`config.mk`:
```
export PLATFORM = sky130hd
export DESIGN_NAME = same_conv_seq_flat
export DESIGN_NICKNAME = d
export VERILOG_FILES = /design/src/rtl/same_conv_seq_if.sv /design/src/rtl/same_conv_seq.sv /design/src/flat_wrapper.sv
export SDC_FILE = /design/constraint.sdc
export NUM_CORES = 1
export LEC_CHECK = 0
export BUFFER_PORTS_ARGS = -buffer_cell sky130_fd_sc_hd__buf_2
export CAP_MARGIN = 20
export CORE_UTILIZATION = 40
export CTS_BUF_LIST = sky130_fd_sc_hd__clkbuf_2 sky130_fd_sc_hd__clkbuf_4 sky130_fd_sc_hd__clkbuf_8
export DETAILED_ROUTE_END_ITERATION = 10
export PLACE_DENSITY_LB_ADDON = 0.25
export RECOVER_POWER = 50
export REMOVE_ABC_BUFFERS = 1
export SLEW_MARGIN = 20
export SYNTH_ARGS = -nofsm -noshare
export SYNTH_HDL_FRONTEND = slang
export SYNTH_SLANG_ARGS = --single-unit
```
`constraint.sdc`:
```
create_clock -name clk -period 4.5 [get_ports clk]
set_clock_uncertainty 0.2 [all_clocks]
set_input_delay 0.9 -clock clk [delete_from_list [all_inputs] [get_ports clk]]
set_output_delay 0.9 -clock clk [all_outputs]
set_load 0.02 [all_outputs]
```
`src/rtl/same_conv_seq_if.sv`:
```
// Control, pair-stream and result-write signals of the same-mode convolution sequencer.
// master is the sequencer side; slave is the controller/MAC side.
interface same_conv_seq_if;
   logic       start_i;
   logic [5:0] size_x_i;
   logic [5:0] size_y_i;
   logic       pair_ready_i;
   logic       pair_valid_o;
   logic [4:0] addr_x_o;
   logic [4:0] addr_y_o;
   logic       first_o;
   logic       last_o;
   logic       wr_en_o;
   logic [4:0] addr_z_o;
   logic       busy_o;
   logic       done_o;
   logic       err_o;

   modport master (
      input  start_i, size_x_i, size_y_i, pair_ready_i,
      output pair_valid_o, addr_x_o, addr_y_o, first_o, last_o,
             wr_en_o, addr_z_o, busy_o, done_o, err_o
   );

   modport slave (
      output start_i, size_x_i, size_y_i, pair_ready_i,
      input  pair_valid_o, addr_x_o, addr_y_o, first_o, last_o,
             wr_en_o, addr_z_o, busy_o, done_o, err_o
   );
endinterface

```
`src/rtl/same_conv_seq.sv`:
```
// Same-mode convolution sequencer: emits (x, y) address pairs for each output k,
// then one result write strobe, with all outputs registered.
module same_conv_seq (
   input  logic            clk,
   input  logic            rst,
   same_conv_seq_if.master bus
);
   typedef enum logic [2:0] {IDLE, LOAD, RUN, WRITE, DONE} state_t;

   state_t     state;
   logic [5:0] n, m;
   logic [4:0] k, i, i_end, j;
   logic       err_flag;

   logic       pair_valid, first, last, wr_en, busy, done, err;
   logic [4:0] addr_x, addr_y, addr_z;

   logic [5:0] off_c, j_c, i_start_c, i_end_c;
   logic [4:0] y_first_c, i_next, y_next;
   logic       size_bad;

   always_comb begin
      off_c     = (m - 6'd1) >> 1;
      j_c       = {1'b0, k} + off_c;
      i_start_c = (j_c >= m - 6'd1) ? (j_c - m + 6'd1) : '0;
      i_end_c   = (j_c < n - 6'd1) ? j_c : (n - 6'd1);
      // true differences lie in 0..31, so the low five bits are exact
      y_first_c = j_c[4:0] - i_start_c[4:0];
      i_next    = i + 5'd1;
      y_next    = j - i_next;
      size_bad  = (bus.size_x_i == '0) || (bus.size_x_i > 6'd32) ||
                  (bus.size_y_i == '0) || (bus.size_y_i > 6'd32);
   end

   always_ff @(posedge clk) begin
      if (rst) begin
         state      <= IDLE;
         n          <= '0;
         m          <= '0;
         k          <= '0;
         i          <= '0;
         i_end      <= '0;
         j          <= '0;
         err_flag   <= 1'b0;
         pair_valid <= 1'b0;
         addr_x     <= '0;
         addr_y     <= '0;
         first      <= 1'b0;
         last       <= 1'b0;
         wr_en      <= 1'b0;
         addr_z     <= '0;
         busy       <= 1'b0;
         done       <= 1'b0;
         err        <= 1'b0;
      end else begin
         case (state)
            IDLE: begin
               if (bus.start_i) begin
                  n    <= bus.size_x_i;
                  m    <= bus.size_y_i;
                  busy <= 1'b1;
                  if (size_bad) begin
                     err_flag <= 1'b1;
                     state    <= DONE;
                  end else begin
                     k     <= '0;
                     state <= LOAD;
                  end
               end
            end
            LOAD: begin
               j          <= j_c[4:0];
               i          <= i_start_c[4:0];
               i_end      <= i_end_c[4:0];
               pair_valid <= 1'b1;
               addr_x     <= i_start_c[4:0];
               addr_y     <= y_first_c;
               first      <= 1'b1;
               last       <= (i_start_c == i_end_c);
               state      <= RUN;
            end
            RUN: begin
               if (bus.pair_ready_i) begin
                  if (last) begin
                     pair_valid <= 1'b0;
                     addr_x     <= '0;
                     addr_y     <= '0;
                     first      <= 1'b0;
                     last       <= 1'b0;
                     wr_en      <= 1'b1;
                     addr_z     <= k;
                     state      <= WRITE;
                  end else begin
                     i      <= i_next;
                     addr_x <= i_next;
                     addr_y <= y_next;
                     first  <= 1'b0;
                     last   <= (i_next == i_end);
                  end
               end
            end
            WRITE: begin
               wr_en  <= 1'b0;
               addr_z <= '0;
               if ({1'b0, k} == n - 6'd1) begin
                  done  <= 1'b1;
                  state <= DONE;
               end else begin
                  k     <= k + 5'd1;
                  state <= LOAD;
               end
            end
            DONE: begin
               // arriving from IDLE on bad sizes, the pulse is raised one cycle late
               if (done) begin
                  done  <= 1'b0;
                  err   <= 1'b0;
                  busy  <= 1'b0;
                  state <= IDLE;
               end else begin
                  done     <= 1'b1;
                  err      <= err_flag;
                  err_flag <= 1'b0;
               end
            end
            default: state <= IDLE;
         endcase
      end
   end

   assign bus.pair_valid_o = pair_valid;
   assign bus.addr_x_o     = addr_x;
   assign bus.addr_y_o     = addr_y;
   assign bus.first_o      = first;
   assign bus.last_o       = last;
   assign bus.wr_en_o      = wr_en;
   assign bus.addr_z_o     = addr_z;
   assign bus.busy_o       = busy;
   assign bus.done_o       = done;
   assign bus.err_o        = err;
endmodule

```
`src/flat_wrapper.sv`:
```
// flat-port wrapper written by rule: the top's interface ports become plain ports
module same_conv_seq_flat 
  (clk, rst, bus_start_i, bus_size_x_i, bus_size_y_i, bus_pair_ready_i, bus_pair_valid_o, bus_addr_x_o, bus_addr_y_o, bus_first_o, bus_last_o, bus_wr_en_o, bus_addr_z_o, bus_busy_o, bus_done_o, bus_err_o);
  same_conv_seq_if bus_i ();
  input  logic clk;
  input  logic rst;
  input wire logic [$bits(bus_i.start_i)-1:0] bus_start_i;
  input wire logic [$bits(bus_i.size_x_i)-1:0] bus_size_x_i;
  input wire logic [$bits(bus_i.size_y_i)-1:0] bus_size_y_i;
  input wire logic [$bits(bus_i.pair_ready_i)-1:0] bus_pair_ready_i;
  output wire logic [$bits(bus_i.pair_valid_o)-1:0] bus_pair_valid_o;
  output wire logic [$bits(bus_i.addr_x_o)-1:0] bus_addr_x_o;
  output wire logic [$bits(bus_i.addr_y_o)-1:0] bus_addr_y_o;
  output wire logic [$bits(bus_i.first_o)-1:0] bus_first_o;
  output wire logic [$bits(bus_i.last_o)-1:0] bus_last_o;
  output wire logic [$bits(bus_i.wr_en_o)-1:0] bus_wr_en_o;
  output wire logic [$bits(bus_i.addr_z_o)-1:0] bus_addr_z_o;
  output wire logic [$bits(bus_i.busy_o)-1:0] bus_busy_o;
  output wire logic [$bits(bus_i.done_o)-1:0] bus_done_o;
  output wire logic [$bits(bus_i.err_o)-1:0] bus_err_o;
  assign bus_i.start_i = bus_start_i;
  assign bus_i.size_x_i = bus_size_x_i;
  assign bus_i.size_y_i = bus_size_y_i;
  assign bus_i.pair_ready_i = bus_pair_ready_i;
  assign bus_pair_valid_o = bus_i.pair_valid_o;
  assign bus_addr_x_o = bus_i.addr_x_o;
  assign bus_addr_y_o = bus_i.addr_y_o;
  assign bus_first_o = bus_i.first_o;
  assign bus_last_o = bus_i.last_o;
  assign bus_wr_en_o = bus_i.wr_en_o;
  assign bus_addr_z_o = bus_i.addr_z_o;
  assign bus_busy_o = bus_i.busy_o;
  assign bus_done_o = bus_i.done_o;
  assign bus_err_o = bus_i.err_o;
  same_conv_seq u_core (.clk(clk), .rst(rst), .bus(bus_i));
endmodule
```
======== Yosys cells after proc, flatten, opt, wreduce, memory -nomap -nowiden ========
Index checks and enable logic that the tools add are counted.
storage, ports and cells
  register bits ........................... 58
  output and inout bits ................... 22
  bits of input ports ..................... 16
cells by class
  $lt $le $gt $ge ......................... 4
  equal/unequal tests ..................... 17
  mux-type cells .......................... 47
  reduce and logical (&&, ||, !) cells .... 21
  add/sub/neg operators ................... 9
operators with widths
  kind                 count
  $mux 5               11
  $pmux 5 s2           5
  $mux 3               6
  $mux 1               15
  $pmux 3 s5           1
  $pmux 1 s2           7
  $gt 6x6->1 const B   2
  $logic_not 6->1      2
  $mux 6               2
  $ne 2x2->1 const B   6
  $reduce_and 3->1     4
  $reduce_and 4->1     3
  $sub 6x1->6 const B  2
  $add 5x1->5 const B  2
  $reduce_bool 2->1    5
  $sub 5x5->5          2
  $ne 2x1->1 const B   4
  $add 5x5->6          1
  $add 6x1->6 const B  1
  $eq 3x2->1 const B   2
  $eq 5x6->1           1
  $eq 6x6->1           1
  $ge 6x6->1           1
  $lt 6x6->1           1
  7 further kinds      11

======== Longest topological paths before layout ========
Gate-level depths: netlist of run 1.
  depth in word-level cells ............... 7
  mapped depth ............................ 23
  gate-level depth less buffers ........... 22

======== Worst setup path after synthesis of run 1 ========
Ideal clock, no wire load.
  path kind ............................... reg2reg
  start point ............................. reg u_core.m[0]
  end point ............................... reg u_core.addr_y[3], in the netlist u_core.bus.addr_y_o[3]
  slack ................................... -262 ps
  data required time ...................... 4163 ps
  path buffers ............................ 1
  data arrival time ....................... 4425 ps
  cell stages (with the launch flop) ...... 22
  path through ............................ dfxtp_1 -> inv_1 -> ha_1 -> inv_1 -> ha_1 -> fa_1 -> a21o_1 -> a21oi_1 -> xor2_1 -> inv_1 -> ha_1 -> nand2_1 -> o31ai_1 -> clkbuf_1 -> nand2_1 -> ha_1 -> or2_2 -> a21oi_1 -> a31oi_1 -> xor2_1 -> a22oi_1 -> a211oi_1
RTL lines
  element                   line                 text
  start: declaration        same_conv_seq.sv:11  logic [5:0] n, m;
  start signal: assignment  same_conv_seq.sv:60  m <= bus.size_y_i;
  $sub 6x1->6               same_conv_seq.sv:23  off_c = (m - 6'd1) >> 1;
  $add 5x5->6               same_conv_seq.sv:24  j_c = {1'b0, k} + off_c;
  via u_core.j_c[4]         same_conv_seq.sv:18  logic [5:0] off_c, j_c, i_start_c, i_end_c;
  $ge 6x6->1                same_conv_seq.sv:25  i_start_c = (j_c >= m - 6'd1) ? (j_c - m + 6'd1) : '0;
  $mux 6                    same_conv_seq.sv:25
  $sub 5x5->5               same_conv_seq.sv:28  y_first_c = j_c[4:0] - i_start_c[4:0];
  $pmux 5 s2                same_conv_seq.sv:56  case (state)
  end signal: assignment    same_conv_seq.sv:77  addr_y <= y_first_c;
  end signal: assignment    same_conv_seq.sv:96  addr_y <= y_next;
  end: declaration          same_conv_seq.sv:16  logic [4:0] addr_x, addr_y, addr_z;
The timed path passes the listed nets, and every way through them passes these cells.
A chain may end at the register's enable or synchronous reset.

======== Final worst setup path of run 1 ========
  start point ............................. reg u_core.m[0]
  end point ............................... reg u_core.last, in the netlist u_core.bus.last_o
on the way
  word-level cells in the longest chain between the ends .. 7
RTL lines
  element                 line                 text
  $sub 6x1->6 *           same_conv_seq.sv:23
  $add 5x5->6 *           same_conv_seq.sv:24
  via u_core.j_c[4]       same_conv_seq.sv:18
  $sub 6x6->6             same_conv_seq.sv:25
  $add 6x1->6             same_conv_seq.sv:25
  $mux 6                  same_conv_seq.sv:25
  $eq 6x6->1 *            same_conv_seq.sv:79  last <= (i_start_c == i_end_c);
  $pmux 1 s2 *            same_conv_seq.sv:56
  end signal: assignment  same_conv_seq.sv:79
  end signal: assignment  same_conv_seq.sv:98  last <= (i_next == i_end);
  end: declaration        same_conv_seq.sv:15  logic pair_valid, first, last, wr_en, busy, done, err;
Mark *: on every way through the listed nets, which the timed path passes. The rest lies on a longest branch.

==> flow_summary.json, run 1 <==
{
  "multi_input_area_um2": 2700,
  "post-route-min-period_ns": 4.34,
  "slowest_stage": "or3_4",
  "die_h_um": 102,
  "place_area_um2": 4350,
  "grt_pass1_vias": 3403,
  "coreArea_um2": 9730,
  "setup_tns_ns": 0,
  "cts_buffers": 9,
  "rows": 36,
  "vias_per_cell": 5.32,
  "drt_iter0_markers": 96,
  "htreeDepth": 3,
  "clock-root-buffer": "clkbuf_8",
  "leakagePower_uw": 0.00197,
  "grt_max_degree": 58,
  "fin_area_um2": 4690,
  "path_class": "reg2reg",
  "cp_cell_sequence": "inv_2 -> ha_4 -> inv_1 -> ha_2 -> fa_2 -> a21o_1 -> a21oi_2 -> xor2_1 -> inv_1 -> buf_4 -> ha_1 -> a21oi_2 -> nor2b_1 -> or3_4 -> mux2i_2 -> o32a_1 -> o41ai_2",
  "synth_area_um2": 3990,
  "use_met1_pct": 25.5,
  "ant_nets": 0,
  "fill_cells": 1007,
  "regArea_um2": 1160,
  "drive_above_1_share_pct": 18.6,
  "worst_pin_slew_ns": 1.04,
  "place_congestion": 0.855,
  "min_period_over_period_pct": 96.4,
  "clock_sinks": 58,
  "gr-usage-met2_pct": 35.4,
  "ios": 38,
  "drv_slew": 0,
  "critical_path.top_delay_family": "compound AO/OA/AOI/OAI gates",
  "drt-total-wl_mm": 9.95,
  "syn_inst": 507,
  "overflow": 0,
  "crit_buf_inv": 4,
  "start_util_pct": 41.0,
  "diodes": 0,
  "fin_cells": 687,
  "grt_pass1_wl_mm": 16.3,
  "cp-start-kind": "flop",
  "status": "complete, no violations",
  "firstDrtPassIters": 4,
  "globalRouteMet3Util_pct": 3.69,
  "dieArea_um2": 10400,
  "wl_per_cell_um": 14.5,
  "vias": 3657,
  "cts_tree": "yes",
  "ys_ff_latch": 58,
  "synthToLayoutAreaGrowth_pct": 17.6,
  "synth_warnings": 0,
  "synth_ff_type": "dfxtp_1",
  "dp.cells": 667,
  "slew_headroom_pct": 30.9,
  "die_w_um": 102,
  "dp_hpwl_mm": 7.37,
  "port_buffers": 37,
  "nNetsFinal": 608,
  "cap_violations": 0,
  "antenna_found_initial": 0,
  "hold_viol": 0,
  "end_kind": "flop",
  "fmax_mhz": 231,
  "setup_viol": 0,
  "p_per_area_nw_per_um2": 453,
  "worstSkewPairLatency_ns": 0.34,
  "clk_pin_slew_ns": 0.07,
  "critPathArrivalTime_ns": 4.38,
  "grt_usage_pct": 20.2,
  "slowest_delay_ns": 0.42,
  "busiest_layer": "met2",
  "rsz0062_at_grt": "yes",
  "clockBufferDepth": 2,
  "synth_edf_count": 0,
  "ys_types": 54,
  "remaining_drc_errors": 0,
  "worstPathRequired_ns": 4.54,
  "ys_async_sr_fraction_pct": 0,
  "ys_seq_area_share_pct": 29.1,
  "hp-class": "reg2reg",
  "ctsHoldBuffers": 0,
  "crit_fanout": 10,
  "avgSynthCellArea_um2": 7.87,
  "irDropWorstVdd_v": 0.000218
}
[per-stage QoR]
| step | total power, µW | hold slack (ns) | utilization [%] | setup slack (ns) |
|---|---|---|---|---|
| 3_5_place_dp | 1540 | 0.247 | 44.7 | -0.0147 |
| 4_1_cts | 2050 | 0.257 | 47.0 | 0.00345 |
| 2_1_floorplan | 1270 | 0.230 | - | -0.550 |
| 3_3_place_gp | 1520 | 0.240 | 44.7 | 0.104 |
| 6_report | 2130 | 0.250 | 48.2 | 0.162 |
| 5_1_grt | 2270 | 0.272 | 48.2 | -0.0851 |
[sequential cells by signal (all words and copies together) (netlist names), 3 cells and up]
name                 count
u_core.i_end             5
u_core.j                 5
u_core.i                 5
u_core.bus.addr_z_o      5
u_core.n                 6
u_core.state             3
u_core.bus.addr_y_o      5
u_core.k                 5
u_core.m                 6
u_core.bus.addr_x_o      5
[cells in the mapped netlist, types with 6 or more instances]
master | instances | area, µm²
inv_1 | 31 | 116
xnor2_1 | 21 | 184
xor2_1 | 20 | 175
a211oi_1 | 6 | 45.0
nand3_1 | 16 | 80.1
o21ai_0 | 10 | 50.1
a21oi_1 | 60 | 300
ha_1 | 37 | 463
a21o_1 | 8 | 60.1
nand4_1 | 6 | 37.5
dfxtp_1 | 58 | 1160
nor2_1 | 46 | 173
nor3_1 | 21 | 105
nand2_1 | 63 | 236
clkbuf_1 | 24 | 90.1
[worst paths after layout]
check	startpoint	end	slack, ns	cells past startpoint
worst max-delay path	u_core.m[0]	u_core.bus.last_o	0.16	17
worst min-delay path	u_core.bus.addr_x_o[0]	u_core.bus.addr_x_o[0]	0.25	2
worst max register to register	u_core.m[0]	u_core.bus.last_o	0.16	17
worst min register to register	u_core.bus.addr_x_o[0]	u_core.bus.addr_x_o[0]	0.25	2
[worst min-delay path, delay by kind of cell, from the launching register on]
kind             cells  cell delay, ns
flip-flops           1            0.31
AO/OA/AOI/OAI        1            0.05
AND/OR/NAND/NOR      1            0.05
[cell usage in the layout, fill, tap and decap left out, drive strengths merged, types with 6 or more instances in the layout]
master / instances
clkbuf: 11
nand2: 63
o21ai: 11
a211oi: 6
nand4: 6
xnor2: 21
nor3: 21
nor2: 46
nand3: 16
inv: 31
ha: 37
xor2: 20
dfxtp: 58
buf: 59
a21oi: 61
a21o: 8
[metal layers]
layer	up-vias	wire length [µm]	share of wire [%]
met3	9	306	3.1
li1	1851	-	-
met1	1722	4600	46
met5	-	0	0
met4	0	104	1.0
met2	75	4940	50
[final cells by class]
| class | count | share of cell area (%) |
|---|---|---|
| sequential | 58 | 24.8 |
| multi-input combinational | 392 | 57.6 |
| clock buffer | 11 | 3.23 |
| timing repair buffer | 59 | 7.47 |
| tap | 133 | 3.55 |
| inverter | 31 | 2.48 |
| clock inverter | 3 | 0.854 |
[repair_timing]
item / 4_1_cts / 5_1_grt
buffers inserted: 2 / 4
gates resized for setup: 4 / 20
endpoints found under the setup margin: 3 / 4
cloned: 0 / 0
pin swaps: 3 / 5
[kinds of logic after synthesis]
kind of cell | after synthesis | synth area share (%)
AOI/OAI and AO/OA | 111 | 17.0
DFF | 58 | 29.1
adders and majority gates | 41 | 13.6
and+or+nand+nor | 190 | 22.6
muxes | 7 | 1.82
buffers and inverters | 57 | 5.74
xor gates and xnor gates | 43 | 10.2
[power breakdown]
part           switching (µW)  leakage (µW)  total [µW]  internal, µW
combinational             589       0.00140        1070           482
sequential               29.3      0.000472         572           543
clock                     205      0.000101         483           278
(Power assumes the default switching activity.)
==> inputs of run 2 (changes only) <==
--- a/config.mk
+++ b/config.mk
@@ -7,6 +7,7 @@
 export LEC_CHECK = 0
 export BUFFER_PORTS_ARGS = -buffer_cell sky130_fd_sc_hd__buf_2
 export CAP_MARGIN = 20
+export CORE_ASPECT_RATIO = 1.75
 export CORE_UTILIZATION = 40
 export CTS_BUF_LIST = sky130_fd_sc_hd__clkbuf_2 sky130_fd_sc_hd__clkbuf_4 sky130_fd_sc_hd__clkbuf_8
 export DETAILED_ROUTE_END_ITERATION = 10
==> run 2 against run 1 <==
Sequential share of layout area about the same; critical path depth up 6; cell area up 0.21%; via count up 0.93%; largest power group unchanged; fmax about the same; sequential power about the same; clock power up 6.4%; critical path type unchanged; power up 1.5%.
==> flow_summary.json, run 2 (same netlist as run 1, synthesis figures left out) <==
{
  "fmax_mhz": 230,
  "wl_per_cell_um": 16.2,
  "setup_viol": 0,
  "path_class": "reg2reg",
  "vias": 3691,
  "rows": 47,
  "drive_above_1_share_pct": 19.0,
  "drt_iter0_markers": 154,
  "drv_slew": 0,
  "cts_tree": "yes",
  "hold_ws_ns": 0.248,
  "worst_pin_slew_ns": 0.777,
  "fill_cells": 952,
  "grt_pass1_vias": 3701,
  "diodes": 0,
  "fin_area_um2": 4700,
  "clock_sinks": 58,
  "crit_fanout": 6,
  "cp-start-kind": "flop",
  "final_util_pct": 49.0,
  "ff2ff_path_depth": 23,
  "clk_pin_slew_ns": 0.07,
  "port_buffers": 37,
  "hold_viol": 0,
  "drt-total-wl_mm": 10.9,
  "final_common_cell": "nand2_1",
  "sw_frac_of_total_pct": 39.5,
  "rsz0062_at_grt": "yes",
  "min_period_over_period_pct": 96.4,
  "leakagePower_uw": 0.00198,
  "hp-class": "reg2reg",
  "grt_pass1_wl_mm": 17.5,
  "final_cell_mix": "nand2_1, a21oi_1, dfxtp_1, nor2_1, buf_2",
  "switchingPower_uw": 854,
  "place_area_um2": 4330,
  "post-route-min-period_ns": 4.34,
  "power.internal_uw": 1310,
  "cap_violations": 0,
  "r2r_slack_ns": 0.16,
  "worstSkewPairLatency_ns": 0.36,
  "globalRouteMet3Util_pct": 3.47,
  "vias_per_cell": 5.47,
  "gr-usage-met2_pct": 41.7,
  "grt_max_degree": 30,
  "dieArea_um2": 10400,
  "use_met1_pct": 20.4,
  "cts_buffers": 9,
  "reg.largest.list": "u_core.m: 6 flops, u_core.n: 6 flops",
  "critPathArrivalTime_ns": 4.37,
  "irDropWorstVdd_v": 0.000208,
  "overflow": 0,
  "status": "complete, no violations",
  "reg2reg_from": "u_core.m[1]",
  "combPwrFrac_pct": 49.7,
  "coreArea_um2": 9590,
  "rr_endpoint": "u_core.bus.addr_y_o[4]",
  "worstPathRequired_ns": 4.53,
  "ios": 38,
  "hold-path-cell-count": 2,
  "htreeDepth": 3,
  "clockBufferDepth": 2,
  "nNetsFinal": 605,
  "die_h_um": 134,
  "holdCritStartpoint": "u_core.bus.addr_x_o[0]",
  "power_frac_clock_pct": 23.8,
  "die_w_um": 77.5,
  "p_per_area_nw_per_um2": 459,
  "p_seq_share_pct": 26.5,
  "dp_hpwl_mm": 8.46,
  "slew_headroom_pct": 48.1,
  "antenna_found_initial": 0,
  "remaining_drc_errors": 0,
  "clock-root-buffer": "clkbuf_8",
  "grt_usage_pct": 22.1,
  "busiest_layer": "met2",
  "firstDrtPassIters": 5,
  "place_congestion": 0.931,
  "hold_end": "u_core.bus.addr_x_o[0]",
  "ant_nets": 0,
  "end_kind": "flop",
  "start_util_pct": 41.6,
  "synthToLayoutAreaGrowth_pct": 17.8
}
[run 2: layout make-up]
| class | instances | area (µm²) | share of cell area [%] |
|---|---|---|---|
| inverter | 31 | 119 | 2.53 |
| timing repair buffer | 56 | 328 | 6.98 |
| sequential | 58 | 1170 | 24.9 |
| tap | 122 | 153 | 3.25 |
| clock inverter | 4 | 50.0 | 1.06 |
| clock buffer | 12 | 159 | 3.38 |
| multi-input combinational | 392 | 2720 | 57.9 |
[run 2: stage by stage]
stage	TNS (ns)	setup WS (ns)	power [µW]	cells
2_1_floorplan	-1.23	-0.550	1270	481
3_3_place_gp	0	0.0273	1530	656
3_5_place_dp	-0.0327	-0.0311	1560	656
4_1_cts	0	0.0124	2090	672
5_1_grt	-0.0961	-0.0665	2310	675
6_report	0	0.161	2160	675
[run 2: metal layers]
metal / vias up / part of all wire [%]
met5: - / 0
met4: 0 / 6.4
met3: 43 / 3.3
met2: 98 / 54
met1: 1710 / 36
li1: 1840 / -
[run 2: timing repair]
action                     4_1_cts  5_1_grt
hold endpoints to repair         0        0
pin swaps                        0       16
hold buffers                     0        0
setup buffers                    0        3
resized for setup                3       29
setup endpoints to repair        2        3
[run 2: critical path: stages, from the launching register on]
cell      delay (ns)
dfxtp_4         0.38
inv_4           0.04
ha_4            0.26
inv_2           0.04
ha_4            0.15
fa_2            0.37
a21o_1          0.21
a21oi_2         0.14
xor2_1          0.19
inv_1           0.10
ha_1            0.28
nand2_1         0.04
o31ai_1         0.22
buf_4           0.19
nand2_4         0.06
nor2_4          0.13
fa_2            0.23
inv_2           0.04
a21o_1          0.21
a21oi_2         0.16
xnor2_1         0.14
xnor2_1         0.11
a221oi_2        0.24
nor3_1          0.07
[run 2: worst max path at each step]
stage                             endpoint  depth (start not counted)        start  slack, ns
global route        u_core.bus.addr_y_o[4]                         23  u_core.m[1]      -0.07
floorplan           u_core.bus.addr_y_o[3]                         20  u_core.m[0]      -0.55
global placement         u_core.bus.last_o                         18  u_core.m[1]       0.03
CTS                 u_core.bus.addr_y_o[4]                         23  u_core.m[1]       0.01
finish              u_core.bus.addr_y_o[4]                         23  u_core.m[1]       0.16
detailed placement       u_core.bus.last_o                         18  u_core.m[1]      -0.03
[run 2: power by group through the flow]
stage	Combinational [µW]	Sequential [µW]	Clock (µW)
final	1070	573	514
after CTS	991	571	529
after detailed placement	977	583	0
after global routing	1190	578	545
after global placement	953	582	0
after floorplan	686	589	0
==> inputs of run 3 (changes only) <==
--- a/config.mk
+++ b/config.mk
@@ -11,6 +11,7 @@
 export CORE_UTILIZATION = 40
 export CTS_BUF_LIST = sky130_fd_sc_hd__clkbuf_2 sky130_fd_sc_hd__clkbuf_4 sky130_fd_sc_hd__clkbuf_8
 export DETAILED_ROUTE_END_ITERATION = 10
+export GPL_TIMING_DRIVEN = 0
 export PLACE_DENSITY_LB_ADDON = 0.25
 export RECOVER_POWER = 50
 export REMOVE_ABC_BUFFERS = 1
==> constraint.sdc (replaced) <==
create_clock -name clk -period 3.7 [get_ports clk]
set_clock_uncertainty 0.2 [all_clocks]
set_input_delay 0.74 -clock clk [delete_from_list [all_inputs] [get_ports clk]]
set_output_delay 0.74 -clock clk [all_outputs]
set_load 0.02 [all_outputs]
==> run 3 against run 2 <==
Clock-buffer cell count stayed put; worst hold slack improved by 0.0027 ns; first-iteration DRC count up 26%; largest cell class unchanged; largest power group unchanged; the flow now finishes with violations (negative setup slack); final cell count increased by 2.5%; critical path type unchanged.
==> flow_summary.json, run 3 (same netlist as run 1, synthesis figures left out) <==
{
  "clock_sinks": 58,
  "clock-root-buffer": "clkbuf_8",
  "cp-start-kind": "flop",
  "post-route-min-period_ns": 4.42,
  "final_cell_mix": "nand2_1, dfxtp_1, a21oi_1, nor2_1, buf_2",
  "firstDrtPassIters": 4,
  "cts_buffers": 9,
  "final_common_cell": "nand2_1",
  "nNetsFinal": 622,
  "remaining_drc_errors": 0,
  "drive_above_1_share_pct": 31.4,
  "cp_cell_sequence": "inv_4 -> ha_4 -> inv_2 -> ha_4 -> fa_2 -> buf_4 -> xnor2_4 -> inv_2 -> ha_1 -> fa_2 -> nand2_2 -> ha_4 -> a21o_1 -> a21oi_2 -> xnor2_2 -> xnor2_1 -> a221oi_1 -> nor3_1",
  "ios": 38,
  "drt-total-wl_mm": 12.0,
  "met3WireLength_um": 397,
  "cts_tree": "yes",
  "drv_slew": 0,
  "diodes": 0,
  "wl_per_cell_um": 17.4,
  "antenna_found_initial": 0,
  "grt_max_degree": 58,
  "grt_pass1_vias": 3934,
  "critPathArrivalTime_ns": 4.42,
  "grt_pass1_wl_mm": 19.3,
  "violations": "negative setup slack",
  "slowest_delay_ns": 0.66,
  "status": "finished, violations left",
  "synthToLayoutAreaGrowth_pct": 34.0,
  "rows": 47,
  "port_buffers": 37,
  "overflow": 0,
  "reg.largest.list": "u_core.m: 6 flops, u_core.n: 6 flops",
  "fmax_mhz": 226,
  "p_per_area_nw_per_um2": 625,
  "cap_violations": 0,
  "cpMostUsedCell": "ha_4",
  "die_w_um": 77.5,
  "irDropWorstVdd_v": 0.000460,
  "vias_per_cell": 5.58,
  "clk_pin_slew_ns": 0.07,
  "wl_met1_mm": 4.19,
  "drt_iter0_markers": 194,
  "coreArea_um2": 9590,
  "final_util_pct": 55.8,
  "path_class": "reg2reg",
  "place_congestion": 0.878,
  "worstSkewPairLatency_ns": 0.36,
  "crit_fanout": 5,
  "highest_layer": "met4",
  "vias": 3863,
  "hp-class": "reg2reg",
  "worst_pin_slew_ns": 1.05,
  "min_period_over_period_pct": 119,
  "setup_viol": 11,
  "worstPathRequired_ns": 3.70,
  "ant_nets": 0,
  "end_kind": "flop",
  "setup_ws_ns": -0.720,
  "dieArea_um2": 10400,
  "rsz0062_at_grt": "yes",
  "start_util_pct": 41.6,
  "leakagePower_uw": 0.00216,
  "die_h_um": 134,
  "slowest_stage": "fa_2",
  "clockBufferDepth": 2,
  "dp_hpwl_mm": 7.73,
  "htreeDepth": 3,
  "met2_length_mm": 6.62,
  "slew_headroom_pct": 30.1,
  "hold_viol": 0,
  "grt_usage_pct": 24.2,
  "power_uw": 3340
}
## run 3: changes by cell type in the layout (fill, tap and decap cells not counted), moves of 6 or more
cell,before,now
a21oi_1,57,48
buf_4,19,29
ha_1,34,24
ha_4,3,13
nand2_1,62,56
## run 3: report_power, final
part	switching (µW)	total (µW)	internal (µW)
logic	1050	1950	908
registers	38.9	700	661
clock network	266	689	423
## run 3: timing repair
action	4_1_cts	5_1_grt
gates resized for setup	87	30
gates cloned	1	0
buffers inserted	24	9
hold buffers	0	0
pin swaps	34	37
setup endpoints to repair	21	20
## run 3: area by class of cell
cell class | instances | area [µm²]
fill | 865 | 4240
clock inverter | 4 | 73.8
tap | 122 | 153
sequential | 58 | 1170
inverter | 31 | 124
clock buffer | 12 | 159
timing repair buffer | 72 | 467
multi-input combinational | 393 | 3200
## run 3: worst paths after layout
check	from	end	slack (ns)	cells past startpoint
setup / recovery	u_core.m[1]	u_core.bus.addr_y_o[4]	-0.72	18
hold / removal	u_core.bus.addr_x_o[0]	u_core.bus.addr_x_o[0]	0.25	2
setup reg to reg	u_core.m[1]	u_core.bus.addr_y_o[4]	-0.72	18
hold reg to reg	u_core.bus.addr_x_o[0]	u_core.bus.addr_x_o[0]	0.25	2
## run 3: critical path, delay by kind of cell, from the launching register on
kind            cells  cell delay (ns)
flops               1             0.38
compound gates      3             0.68
simple gates        2             0.17
fa+ha+maj           6             2.04
xor+xnor            3             0.43
buf+inv             4             0.36
## run 3: metal layers
metal | track usage (%) | vias up
met5 | 0 | -
met4 | 18.7 | 0
met3 | 3.81 | 60
met2 | 45.5 | 118
met1 | 22.9 | 1808
li1 | - | 1877
## run 3: stage by stage
step | setup slack (ns) | setup TNS (ns) | cells | cell area [µm²] | hold slack, ns
2_1_floorplan | -1.35 | -9.68 | 481 | 3880 | 0.230
3_3_place_gp | -2.48 | -28.76 | 640 | 4210 | 0.239
3_5_place_dp | -1.49 | -14.36 | 641 | 4230 | 0.244
4_1_cts | -0.720 | -3.24 | 682 | 5140 | 0.254
5_1_grt | -0.836 | -4.61 | 692 | 5350 | 0.281
6_report | -0.720 | -2.81 | 692 | 5350 | 0.250
